## src/rtl/pc_fetch_sequencer_pkg.sv

```systemverilog
// Shared types and default constants for the PC fetch sequencer.
package pc_fetch_pkg;

   typedef enum logic [1:0] {
      ST_IDLE  = 2'd0,
      ST_FETCH = 2'd1,
      ST_ISSUE = 2'd2
   } fetch_state_e;

   localparam int DEF_ADDR_W   = 8;
   localparam int DEF_DATA_W   = 8;
   localparam int DEF_PC_STEP  = 4;
   localparam int DEF_RESET_PC = 0;

endpackage

```

## src/rtl/pc_fetch_sequencer_if.sv

```systemverilog
// Instruction-memory req/ack port plus decoder valid/ready port of the fetch sequencer.
interface pc_fetch_sequencer_if #(
   parameter int ADDR_W = 8,
   parameter int DATA_W = 8
) ();

   logic              imem_req;
   logic [ADDR_W-1:0] imem_addr;
   logic              imem_ack;
   logic [DATA_W-1:0] imem_rdata;
   logic              instr_valid;
   logic [DATA_W-1:0] instr_data;
   logic [ADDR_W-1:0] instr_pc;
   logic              instr_ready;

   modport master (
      output imem_req, imem_addr, instr_valid, instr_data, instr_pc,
      input  imem_ack, imem_rdata, instr_ready
   );

   modport slave (
      input  imem_req, imem_addr, instr_valid, instr_data, instr_pc,
      output imem_ack, imem_rdata, instr_ready
   );

endinterface

```

## src/rtl/pc_fetch_sequencer_pc_reg.sv

```systemverilog
// Program counter register: hold, step by PC_STEP, or load; load has priority over step.
module pc_reg #(
   parameter int ADDR_W   = 8,
   parameter int PC_STEP  = 4,
   parameter int RESET_PC = 0
) (
   input  logic              clk,
   input  logic              rst_n,
   input  logic              load_i,
   input  logic [ADDR_W-1:0] load_addr_i,
   input  logic              step_i,
   output logic [ADDR_W-1:0] pc_o
);

   logic [ADDR_W-1:0] pc_q;

   // Step wraps modulo 2^ADDR_W by plain truncation.
   always_ff @(posedge clk) begin
      if (!rst_n)      pc_q <= ADDR_W'(RESET_PC);
      else if (load_i) pc_q <= load_addr_i;
      else if (step_i) pc_q <= pc_q + ADDR_W'(PC_STEP);
   end

   assign pc_o = pc_q;

endmodule

```

## src/rtl/pc_fetch_sequencer.sv

```systemverilog
// Fetch controller: owns the PC, fetches over req/ack and issues words over valid/ready.
// Optional FETCH_TIMEOUT_EN: abort a fetch after TIMEOUT_CYC ack-less cycles, sticky fetch_err_o.
module pc_fetch_sequencer
   import pc_fetch_pkg::*;
#(
   parameter int ADDR_W   = DEF_ADDR_W,
   parameter int DATA_W   = DEF_DATA_W,
   parameter int PC_STEP  = DEF_PC_STEP,
   parameter int RESET_PC = DEF_RESET_PC
`ifdef FETCH_TIMEOUT_EN
  ,parameter int TIMEOUT_CYC = 15
`endif
) (
   input  logic                 clk,
   input  logic                 rst_n,
   input  logic                 start_i,
   input  logic                 halt_i,
   input  logic                 redirect_valid_i,
   input  logic [ADDR_W-1:0]    redirect_addr_i,
   pc_fetch_sequencer_if.master bus,
   output logic                 busy_o,
   output logic                 fetch_err_o
);

   fetch_state_e      state_q;
   logic              imem_req_q;
   logic              instr_valid_q;
   logic              halt_pend_q;
   logic [DATA_W-1:0] instr_data_q;
   logic [ADDR_W-1:0] instr_pc_q;
   logic [ADDR_W-1:0] pc;
   logic              halt_now;
   logic              pc_step;

`ifdef FETCH_TIMEOUT_EN
   localparam int TO_W = $clog2(TIMEOUT_CYC + 1);
   logic [TO_W-1:0] to_cnt_q;
   logic            err_q;
`endif

   // A halt seen at any point during a fetch is remembered until the word is issued.
   assign halt_now = halt_i | halt_pend_q;
   assign pc_step  = (state_q == ST_FETCH) & bus.imem_ack;

   pc_reg #(
      .ADDR_W   (ADDR_W),
      .PC_STEP  (PC_STEP),
      .RESET_PC (RESET_PC)
   ) u_pc (
      .clk         (clk),
      .rst_n       (rst_n),
      .load_i      (redirect_valid_i),
      .load_addr_i (redirect_addr_i),
      .step_i      (pc_step),
      .pc_o        (pc)
   );

   always_ff @(posedge clk) begin
      if (!rst_n) begin
         state_q       <= ST_IDLE;
         imem_req_q    <= 1'b0;
         instr_valid_q <= 1'b0;
         halt_pend_q   <= 1'b0;
         instr_data_q  <= '0;
         instr_pc_q    <= '0;
`ifdef FETCH_TIMEOUT_EN
         to_cnt_q      <= '0;
         err_q         <= 1'b0;
`endif
      end else begin
         halt_pend_q <= halt_now;
`ifdef FETCH_TIMEOUT_EN
         to_cnt_q    <= '0;
`endif
         case (state_q)
            ST_IDLE: begin
               halt_pend_q <= 1'b0;
               if (start_i) begin
                  state_q    <= ST_FETCH;
                  imem_req_q <= 1'b1;
               end
            end
            ST_FETCH: begin
               // Redirect beats a same-cycle ack; the returned word is dropped.
               if (redirect_valid_i) begin
                  if (halt_now) begin
                     state_q     <= ST_IDLE;
                     imem_req_q  <= 1'b0;
                     halt_pend_q <= 1'b0;
                  end
               end else if (bus.imem_ack) begin
                  state_q       <= ST_ISSUE;
                  imem_req_q    <= 1'b0;
                  instr_valid_q <= 1'b1;
                  instr_data_q  <= bus.imem_rdata;
                  instr_pc_q    <= pc;
               end
`ifdef FETCH_TIMEOUT_EN
               else if (to_cnt_q == TO_W'(TIMEOUT_CYC - 1)) begin
                  state_q     <= ST_IDLE;
                  imem_req_q  <= 1'b0;
                  halt_pend_q <= 1'b0;
                  err_q       <= 1'b1;
               end else begin
                  to_cnt_q <= to_cnt_q + 1'b1;
               end
`endif
            end
            ST_ISSUE: begin
               if (redirect_valid_i || bus.instr_ready) begin
                  instr_valid_q <= 1'b0;
                  if (halt_now) begin
                     state_q     <= ST_IDLE;
                     halt_pend_q <= 1'b0;
                  end else begin
                     state_q    <= ST_FETCH;
                     imem_req_q <= 1'b1;
                  end
               end
            end
            default: begin
               state_q       <= ST_IDLE;
               imem_req_q    <= 1'b0;
               instr_valid_q <= 1'b0;
            end
         endcase
      end
   end

   assign bus.imem_req    = imem_req_q;
   assign bus.imem_addr   = pc;
   assign bus.instr_valid = instr_valid_q;
   assign bus.instr_data  = instr_data_q;
   assign bus.instr_pc    = instr_pc_q;
   assign busy_o          = (state_q != ST_IDLE);

`ifdef FETCH_TIMEOUT_EN
   assign fetch_err_o = err_q;
`else
   assign fetch_err_o = 1'b0;
`endif

endmodule

```

## src/flat_wrapper.sv

```systemverilog
// flat-port wrapper written by rule: the top's interface ports become plain ports
module pc_fetch_sequencer_flat import pc_fetch_pkg::*;
#(
   parameter int ADDR_W   = DEF_ADDR_W,
   parameter int DATA_W   = DEF_DATA_W,
   parameter int PC_STEP  = DEF_PC_STEP,
   parameter int RESET_PC = DEF_RESET_PC

)
  (clk, rst_n, start_i, halt_i, redirect_valid_i, redirect_addr_i, busy_o, fetch_err_o, bus_imem_req, bus_imem_addr, bus_instr_valid, bus_instr_data, bus_instr_pc, bus_imem_ack, bus_imem_rdata, bus_instr_ready);
  pc_fetch_sequencer_if #(.ADDR_W(ADDR_W), .DATA_W(DATA_W)) bus_i ();
  input  logic clk;
  input  logic rst_n;
  input  logic start_i;
  input  logic halt_i;
  input  logic redirect_valid_i;
  input  logic [ADDR_W-1:0] redirect_addr_i;
  output logic busy_o;
  output logic fetch_err_o;
  output wire logic [$bits(bus_i.imem_req)-1:0] bus_imem_req;
  output wire logic [$bits(bus_i.imem_addr)-1:0] bus_imem_addr;
  output wire logic [$bits(bus_i.instr_valid)-1:0] bus_instr_valid;
  output wire logic [$bits(bus_i.instr_data)-1:0] bus_instr_data;
  output wire logic [$bits(bus_i.instr_pc)-1:0] bus_instr_pc;
  input wire logic [$bits(bus_i.imem_ack)-1:0] bus_imem_ack;
  input wire logic [$bits(bus_i.imem_rdata)-1:0] bus_imem_rdata;
  input wire logic [$bits(bus_i.instr_ready)-1:0] bus_instr_ready;
  assign bus_imem_req = bus_i.imem_req;
  assign bus_imem_addr = bus_i.imem_addr;
  assign bus_instr_valid = bus_i.instr_valid;
  assign bus_instr_data = bus_i.instr_data;
  assign bus_instr_pc = bus_i.instr_pc;
  assign bus_i.imem_ack = bus_imem_ack;
  assign bus_i.imem_rdata = bus_imem_rdata;
  assign bus_i.instr_ready = bus_instr_ready;
  pc_fetch_sequencer #(.ADDR_W(ADDR_W), .DATA_W(DATA_W), .PC_STEP(PC_STEP), .RESET_PC(RESET_PC)) u_core (.clk(clk), .rst_n(rst_n), .start_i(start_i), .halt_i(halt_i), .redirect_valid_i(redirect_valid_i), .redirect_addr_i(redirect_addr_i), .bus(bus_i), .busy_o(busy_o), .fetch_err_o(fetch_err_o));
endmodule
```

## config.mk

```make
export PLATFORM = sky130hd
export DESIGN_NAME = pc_fetch_sequencer_flat
export DESIGN_NICKNAME = d
export VERILOG_FILES = /design/src/rtl/pc_fetch_sequencer_pkg.sv /design/src/rtl/pc_fetch_sequencer_if.sv /design/src/rtl/pc_fetch_sequencer_pc_reg.sv /design/src/rtl/pc_fetch_sequencer.sv /design/src/flat_wrapper.sv
export SDC_FILE = /design/constraint.sdc
export NUM_CORES = 1
export LEC_CHECK = 0
export CORE_ASPECT_RATIO = 0.9
export CORE_UTILIZATION = 40
export CTS_CLUSTER_SIZE = 12
export DETAILED_ROUTE_END_ITERATION = 8
export DONT_BUFFER_PORTS = 1
export GPL_TIMING_DRIVEN = 1
export PLACE_DENSITY = 0.64
export SYNTH_ARGS = -nofsm -noshare
export SYNTH_HDL_FRONTEND = slang
export SYNTH_SLANG_ARGS = --single-unit
```

## constraint.sdc

```tcl
create_clock -name clk -period 1.6 [get_ports clk]
set_input_delay 0.32 -clock clk [delete_from_list [all_inputs] [get_ports clk]]
set_output_delay 0.32 -clock clk [all_outputs]
set_load 0.01 [all_outputs]
```

==> metrics.txt, run 1 <==
minimum clock period=between 1 and 1.5 ns; Tcrit/Tclk final=93.17%; # DRC=0; vias=1014; Final Skew=0.005537 ns; sequential-to-total area share from yosys stat=44.23%; Hold Path End=u_core.bus.instr_data[5]; # rows=19; P_leak=approximately 0.00046 uW; commonest non-fill, non-tap cells in the layout=dfxtp_1 (29), nand2_1 (24), a21oi_1 (11), nand2_2 (9), a21oi_2 (9); Synth Instances=approximately 150; CP max stage cell=dfxtp_1; die area=3514 um2; critical path required time=1.28 ns; FMAX=670.8 MHz; clk sinks=29; crit-path max FO=14; PwrDens=988.7 nW/um2; commonest non-fill, non-tap cell in the layout=dfxtp_1; final WL=2.776 mm; DRT iter0 DRCs=23; DRT Pass-1 Iters=4; CP Class=reg2out; vias in the first global route=1001; synth unique cells=40; root buf cell=clkbuf_4; Layout Cells excl Fill=189; largest net degree at the start of global routing=22; H-tree depth=2; Reg-to-Reg End=u_core.state_q[0]; fin. max-slew vios=0; IO buf count=0; vias per cell=5.365; status=finished clean; clk_lat worst skew=0.32 ns; hold_buf cts=0; Ant. Diodes=0; CTS tree=done; cells on worst reg2reg path=3; worst min path class=in2reg; Layout Nets=171; hold wc startpoint=bus_imem_rdata[5]; share of cells above drive strength 1=23.81%; Inst Count DP=182; initial core utilization=42.47%; endpoints failing setup=0; RSZ-0062 raised after global routing=false; Critical R2R Launch=u_core.state_q[0]; first-pass GRT wire length=4.443 mm; Fillers=about 310; Clock Tree Buf Depth=2; Reg clk slew, reported paths=0.09 ns; Hold Path Stages=2; IO Pins=51; CP peak stage delay=0.62 ns; yosys warns=0; chip width=62.38 um; Mapped Area=1313 um2; Die Y=56.34 um; Inserted Clock Buffers=5; maxcap violations=0; antenna violations before repair=0; Remaining Overflow, GRT=0; setup TNS=0 ns; # resized after CTS=0; CP Cell Sequence=or2_1; Syn Area/Cell=slightly below 9 um2; Post-CTS Setup Bufs=0; CP startpoint kind=flip-flop; R2R Setup Slk=0.11 ns; Fin. Hold Viols=0; VDD IR max=0.3657 mV; CP delay by family, top=flip-flops; GRT Total Usage=16.49%; Syn Nets=171; post-synthesis register bit count=29; Antenna Nets Post-Route=0; core area=3090 um2; Final Wtd Congestion=about 0.74; critical path arrival=between 1 and 1.5 ns; Layout area overhead=5.815%; Crit path buffers/inverters=0; Routed WL per cell=14.69 um; crit path capture type=primary output; final HPWL from detailed placement=about 2 mm
-- kinds of logic after synthesis --
logic type | count (synthesis) | synth area share, %
adders and majority gates | 1 | 0.9531
AOI/OAI and AO/OA | 42 | 21.35
buffers and inverters | 14 | 6.958
muxes | 3 | 2.288
and+or+nand+nor | 55 | 22.59
other | 1 | 0.2857
xor gates and xnor gates | 2 | 1.335
DFF | 29 | 44.23
-- Yosys cell counts (all sizes together) --
master	number	area (um2)
a211oi	1	7.510
a21boi	1	7.510
a21oi	20	133.9
a221oi	1	15.01
a311oi	1	8.760
a31oi	3	18.77
and3	1	6.260
buf	9	72.56
clkbuf	3	11.26
conb	1	3.750
dfxtp	29	580.6
ha	1	12.51
inv	2	7.510
mux2i	3	30.03
nand2	33	146.4
nand2b	2	12.51
nand3	1	5.000
nand3b	2	18.77
nand4	1	6.260
nand4b	2	17.52
nand4bb	1	11.26
nor2	5	18.77
nor4bb	1	10.01
o21a	1	7.510
o21ai	11	55.05
o21ba	1	10.01
o21bai	1	7.510
o32ai	1	8.760
or2	1	6.260
or3	4	30.03
or4	1	7.510
xor2	2	17.52
-- metrics by stage --
| step | instance area, um2 | power, uW | hold WS, ns | util, % | setup slack [ns] |
|---|---|---|---|---|---|
| floorplan | 1313 | 923.4 | 0.4469 | - | 0.3015 |
| global placement | 1334 | 934.0 | 0.4486 | 43.16 | 0.2082 |
| detailed placement | 1334 | 941.3 | 0.4476 | 43.16 | 0.1401 |
| CTS | 1389 | 1390 | 0.1012 | 44.94 | 0.09102 |
| global route | 1389 | 1432 | 0.09864 | 44.94 | 0.003298 |
| finish | 1389 | 1373 | 0.1125 | 44.94 | 0.1093 |
-- worst register-to-register path, delay by kind of cell, from the launching register on --
family           cells  cell delay (ns)
AND/OR/NAND/NOR      2             0.72
AO/OA/AOI/OAI        1             0.23
flip-flops           1             0.46
-- layer usage --
layer,GRT usage [%],vias up,part of all wire (%)
met3,7.114,5,6.8
met4,7.973,0,1.5
met5,0,-,0
met1,17.30,476,43
met2,28.41,26,49
li1,-,507,-
-- power by group --
group	leakage, uW	switching, uW	internal (uW)	total (uW)
logic	0.000196	65.5	54.9	120
registers	0.000237	50.7	752	803
clock network	0.0000314	243	207	450
-- area by class of cell --
type / count / area [um2] / area share [%]
inverter: 2 / 7.507 / 0.5405
clock buffer: 7 / 55.05 / 3.964
tap: 42 / 52.55 / 3.784
multi-input combinational: 104 / 655.6 / 47.21
sequential: 29 / 580.6 / 41.80
timing repair buffer: 5 / 37.54 / 2.703
-- registers in the layout, indices dropped and copies added (netlist names) --
name / cells
u_core.bus.instr_pc: 8
u_core.state_q: 2
u_core.bus.instr_valid: 1
u_core.bus.imem_req: 1
u_core.bus.instr_data: 8
u_core.halt_pend_q: 1
u_core.u_pc.pc_o: 8
-- how the worst max path moves through the flow --
| stage | startpoint | endpoint | slack, ns | cells past startpoint |
|---|---|---|---|---|
| after detailed placement | u_core.state_q[0] | u_core.state_q[0] | 0.14 | 3 |
| after global routing | u_core.state_q[0] | u_core.state_q[0] | 0.003 | 3 |
| after floorplan | u_core.state_q[0] | u_core.bus.imem_req | 0.30 | 4 |
| final | u_core.state_q[0] | busy_o | 0.11 | 1 |
| after global placement | u_core.state_q[0] | u_core.state_q[0] | 0.21 | 3 |
| after CTS | u_core.state_q[1] | busy_o | 0.09 | 2 |
Power figures use the tool's default switching activity.
==> run 2, diff against run 1 <==
- CELL_PAD_IN_SITES_DETAIL_PLACEMENT: not set -> 1
- CELL_PAD_IN_SITES_GLOBAL_PLACEMENT: not set -> 1
- PLACE_DENSITY: 0.64 -> 0.8
==> run 2 against run 1 <==
  * Via count up 2.4%
  * Routed wire length up 13%
  * First-iteration DRC count up 8.7%
  * Clock skew down 0.0024 ns
  * Sequential power about the same
  * Clock power up 67%
  * Critical endpoint unchanged
  * Largest power group unchanged
==> metrics.txt, run 2 (synthesis results as in run 1) <==
vias in the first global route=1103 (was 1001); Layout Nets=171 (unchanged); clk_lat worst skew=0.33 ns (was 0.32 ns); P_leak=0.0004884 uW (was 0.0004641 uW); PwrDens=1166 nW/um2 (was 988.7 nW/um2); final HPWL from detailed placement=2.330 mm (was 2.009 mm); Crit path buffers/inverters=0 (unchanged); core area=3090 um2 (unchanged); commonest non-fill, non-tap cell in the layout=dfxtp_1 (unchanged); vias per cell=5.463 (was 5.365); CP Cell Sequence=or2_1 (unchanged); fin. max-slew vios=0 (unchanged); first-pass GRT wire length=5.147 mm (was 4.443 mm); GRT Total Usage=19.18% (was 16.49%); Reg clk slew, reported paths=0.10 ns (was 0.09 ns); maxcap violations=0 (unchanged); crit path launch=u_core.state_q[0] (unchanged); Antenna Nets Post-Route=0 (unchanged); setup TNS=0 ns (unchanged); pre-CTS setup slack=0.1232 ns (was 0.1401 ns); Layout Cells excl Fill=190 (was 189); antenna violations before repair=0 (unchanged); Clock Tree Buf Depth=2 (unchanged); Inserted Clock Buffers=5 (unchanged); CTS tree=done (unchanged); critical path arrival=1.20 ns (was 1.17 ns); vias=1038 (was 1014); CP Class=reg2out (unchanged); IO buf count=0 (unchanged); VDD IR max=0.5967 mV (was 0.3657 mV); Inst Count DP=182 (unchanged); minimum clock period=1.523 ns (was 1.491 ns); setup ws final=0.07668 ns (was 0.1093 ns); Remaining Overflow, GRT=0 (unchanged); FMAX=656.5 MHz (was 670.8 MHz); RSZ-0062 raised after global routing=false (unchanged); final WL=3.133 mm (was 2.776 mm); share of cells above drive strength 1=25.68% (was 23.81%); Fin. Hold Viols=0 (unchanged); IO Pins=51 (unchanged); Fillers=378 (was 309); H-tree depth=2 (unchanged); Layout area overhead=9.533% (was 5.815%); DRT iter0 DRCs=25 (was 23); Post-CTS Setup Bufs=0 (unchanged); root buf cell=clkbuf_4 (unchanged); Ant. Diodes=0 (unchanged); largest net degree at the start of global routing=22 (unchanged); crit path capture type=primary output (unchanged); # DRC=0 (unchanged); CP max stage cell=dfxtp_1 (unchanged); die area=3514 um2 (unchanged); hold wc startpoint=bus_imem_rdata[3] (was bus_imem_rdata[5]); Final Skew=0.003138 ns (was 0.005537 ns); Die Y=56.34 um (unchanged); Critical R2R Launch=u_core.state_q[0] (unchanged); R2R Setup Slk=0.08 ns (was 0.11 ns); CP delay by family, top=flip-flops (unchanged); # rows=19 (unchanged); CP startpoint kind=flip-flop (unchanged); chip width=62.38 um (unchanged); status=finished clean (unchanged); Slew headroom=about two thirds; clk sinks=29 (unchanged); critical path required time=1.28 ns (about the same); endpoints failing setup=0 (unchanged); commonest non-fill, non-tap cells in the layout=dfxtp_1 (28), nand2_1 (24), a21oi_1 (11), nand2_2 (9), a21oi_2 (9) (was dfxtp_1 (29), nand2_1 (24), a21oi_1 (11), nand2_2 (9), a21oi_2 (9)); worst slew pin tran=slightly above 0.5 ns; Tcrit/Tclk final=95.21% (was 93.17%); CP peak stage delay=0.65 ns (was 0.62 ns); DRT Pass-1 Iters=3 (was 4); crit-path max FO=14 (unchanged); worst min path class=in2reg (unchanged); initial core utilization=42.47% (unchanged); Routed WL per cell=16.49 um (was 14.69 um); Final Wtd Congestion=0.7381 (was 0.7350)
==> run 2: stage by stage <==
| step | hold WS [ns] | util [%] | power (uW) | instance area (um2) |
|---|---|---|---|---|
| 2_1_floorplan | 0.4469 | - | 923.4 | 1313 |
| 3_3_place_gp | 0.4495 | 43.16 | 935.7 | 1334 |
| 3_5_place_dp | 0.4512 | 43.16 | 944.8 | 1334 |
| 4_1_cts | 0.09050 | 46.48 | 1699 | 1436 |
| 5_1_grt | 0.07260 | 46.52 | 1761 | 1438 |
| 6_report | 0.1058 | 46.52 | 1677 | 1438 |
==> run 2: final timing paths <==
kind / to / depth (start not counted)
worst max register to register: u_core.state_q[0] / 3
worst min-delay path: u_core.bus.instr_data[3] / 2
worst min register to register: u_core.bus.instr_data[7] / 2
worst max-delay path: busy_o / 1
==> run 2: routing by layer <==
metal  track usage, %  part of all wire, %  vias up
li1                 -                    -      503
met1            20.89                   41      501
met2            33.44                   52       27
met3            7.724                  5.6        7
met4            7.309                  1.9        0
met5                0                    0        -
==> run 2: timing repair <==
item                                    CTS  global route
hold buffers                              0             0
gates resized for setup                   0             1
endpoints found under the setup margin    0             1
==> run 2: power by group <==
part	internal, uW	switching (uW)
Sequential	752	52.2
Clock	484	266
Combinational	55.0	67.6
Total	1290	386
==> run 2: cell type report <==
type | count | area (um2) | share of cell area [%]
clock buffer | 5 | 37.54 | 2.611
timing repair buffer | 5 | 37.54 | 2.611
tap | 42 | 52.55 | 3.655
clock inverter | 3 | 65.06 | 4.526
inverter | 2 | 7.507 | 0.5222
sequential | 29 | 581.8 | 40.47
multi-input combinational | 104 | 655.6 | 45.60
==> run 3, diff against run 2 <==
- HOLD_SLACK_MARGIN: not set -> 0.12
==> run 3 against run 2 <==
  * Maximum frequency is 1.2% higher
  * Non-clock buffer count is 9 higher
  * Critical path type unchanged
  * Largest cell class unchanged
  * Count of clock-buffer cells in the layout stayed put
  * Global-route usage is 1.1 points higher
==> metrics.txt, run 3 (synthesis results as in run 1) <==
clock group share of total power=44.2% (was 44.7%); Antenna Nets Post-Route=0 (unchanged); Layout Nets=180 (was 171); worst min path class=in2reg (unchanged); antenna violations before repair=0 (unchanged); Layout area overhead=16.40% (was 9.533%); H-tree depth=2 (unchanged); share of cells above drive strength 1=24.20% (was 25.68%); CP startpoint kind=flip-flop (unchanged); Crit path buffers/inverters=0 (unchanged); final HPWL from detailed placement=2.330 mm (unchanged); critical path arrival=1.19 ns (was 1.20 ns); Routed WL per cell=16.42 um (was 16.49 um); total power=1700 uW (was 1677 uW); Clock Tree Buf Depth=2 (unchanged); Ant. Diodes=0 (unchanged); Inserted Clock Buffers=5 (unchanged); vias in the first global route=1160 (was 1103); Reg clk slew, reported paths=0.09 ns (was 0.10 ns); CP max stage cell=dfxtp_1 (unchanged); CTS tree=done (unchanged); chip width=62.38 um (unchanged); Global Route met1 Usage=21.90% (was 20.89%); FMAX=664.1 MHz (was 656.5 MHz); Final Wtd Congestion=0.7381 (unchanged); CP Class=reg2out (unchanged); VDD IR max=0.5969 mV (was 0.5967 mV); endpoints failing setup=0 (unchanged); commonest non-fill, non-tap cell in the layout=dfxtp_1 (unchanged); first-pass GRT wire length=5.430 mm (was 5.147 mm); Comb pwr share=8.5% (was 7.3%); PwrDens=1113 nW/um2 (was 1166 nW/um2); Final Skew=0.003061 ns (was 0.003138 ns); Die Y=56.34 um (unchanged); DRT Pass-1 Iters=3 (unchanged); # DRC=0 (unchanged); fin util=49.43% (was 46.52%); status=finished clean (unchanged); Pint=1306 uW (was 1291 uW); crit path capture type=primary output (unchanged); hold_ws=0.1391 ns (was 0.1058 ns); maxcap violations=0 (unchanged); CP peak stage delay=0.63 ns (was 0.65 ns); clk sinks=29 (unchanged); Net Sw Frac=23.22% (was 23.02%); P_sw=394.9 uW (was 386.0 uW); minimum clock period=1.506 ns (was 1.523 ns); CP Cell Sequence=or2_1 (unchanged); die area=3514 um2 (unchanged); setup TNS=0 ns (unchanged); IO Pins=51 (unchanged); IO buf count=0 (unchanged); clk_lat worst skew=0.33 ns (about the same); Flop pwr share=47.3% (was 48.0%); Fin. Hold Viols=0 (unchanged); # rows=19 (unchanged); commonest non-fill, non-tap cells in the layout=dfxtp_1 (28), nand2_1 (24), a21oi_1 (11) (was dfxtp_1 (28), nand2_1 (24), a21oi_1 (11), nand2_2 (9), a21oi_2 (9)); Remaining Overflow, GRT=0 (unchanged); GRT Total Usage=20.32% (was 19.18%); root buf cell=clkbuf_4 (unchanged); RSZ-0062 raised after global routing=false (unchanged); vias per cell=5.412 (was 5.463); vias=1077 (was 1038); critical path required time=1.28 ns (about the same); largest net degree at the start of global routing=22 (unchanged); crit-path max FO=14 (unchanged); CP delay by family, top=flip-flops (unchanged); pre-CTS setup slack=0.1232 ns (unchanged); final WL=3.268 mm (was 3.133 mm); initial core utilization=42.47% (unchanged); Tcrit/Tclk final=94.11% (was 95.21%); GRT Max-Usage Layer=met2 (unchanged); setup ws final=0.09429 ns (was 0.07668 ns); DRT iter0 DRCs=31 (was 25); fin. max-slew vios=0 (unchanged); met3 Track Usage GR=7.927% (was 7.724%); core area=3090 um2 (unchanged); P_leak=0.0005260 uW (was 0.0004884 uW); met2 Use GR=35.48% (was 33.44%)
==> run 3: cell types whose count changed in the layout (fill, tap and decap cells not counted), sizes merged <==
cell         delta
dlygate4sd3     +9
==> run 3: final cells by class <==
type                            instances  area (um2)
Sequential cell                        29       581.8
Inverter                                2       7.507
Clock inverter                          3       65.06
Multi-Input combinational cell        104       655.6
Clock buffer                            5       37.54
Tap cell                               42       52.55
Fill cell                             373        1563
Timing Repair Buffer                   14       127.6
==> run 3: final timing paths <==
check,slack [ns],to,start,cells past startpoint
hold reg to reg,0.51,u_core.bus.instr_data[7],u_core.bus.instr_data[7],2
setup reg to reg,0.10,u_core.state_q[0],u_core.state_q[0],3
setup / recovery,0.09,busy_o,u_core.state_q[0],1
hold / removal,0.14,u_core.u_pc.pc_o[7],rst_n,2
==> run 3: timing repair <==
action | in CTS | in global routing
setup endpoints to repair | 0 | 1
hold buffers | 8 | 1
gates resized for setup | 0 | 1
setup buffers | 0 | 0
endpoints found under the hold margin | 11 | 1
==> run 3: per-stage QoR <==
step	cell area (um2)	instances
floorplan	1313	147
global placement	1334	182
detailed placement	1334	182
CTS	1516	198
global route	1528	199
finish	1528	199
==> run 3: metal layers <==
metal  wire length (um)  up-vias
met5                  0        -
met4                 57        0
met3                180        8
met2               1705       29
met1               1324      518
li1                   -      522
==> run 3: power by group through the flow <==
stage	clock, uW	combinational [uW]	sequential, uW
2_1_floorplan	0	118	805
3_3_place_gp	0	117	819
3_5_place_dp	0	124	821
4_1_cts	770	144	804
5_1_grt	813	161	809
6_report	752	145	804
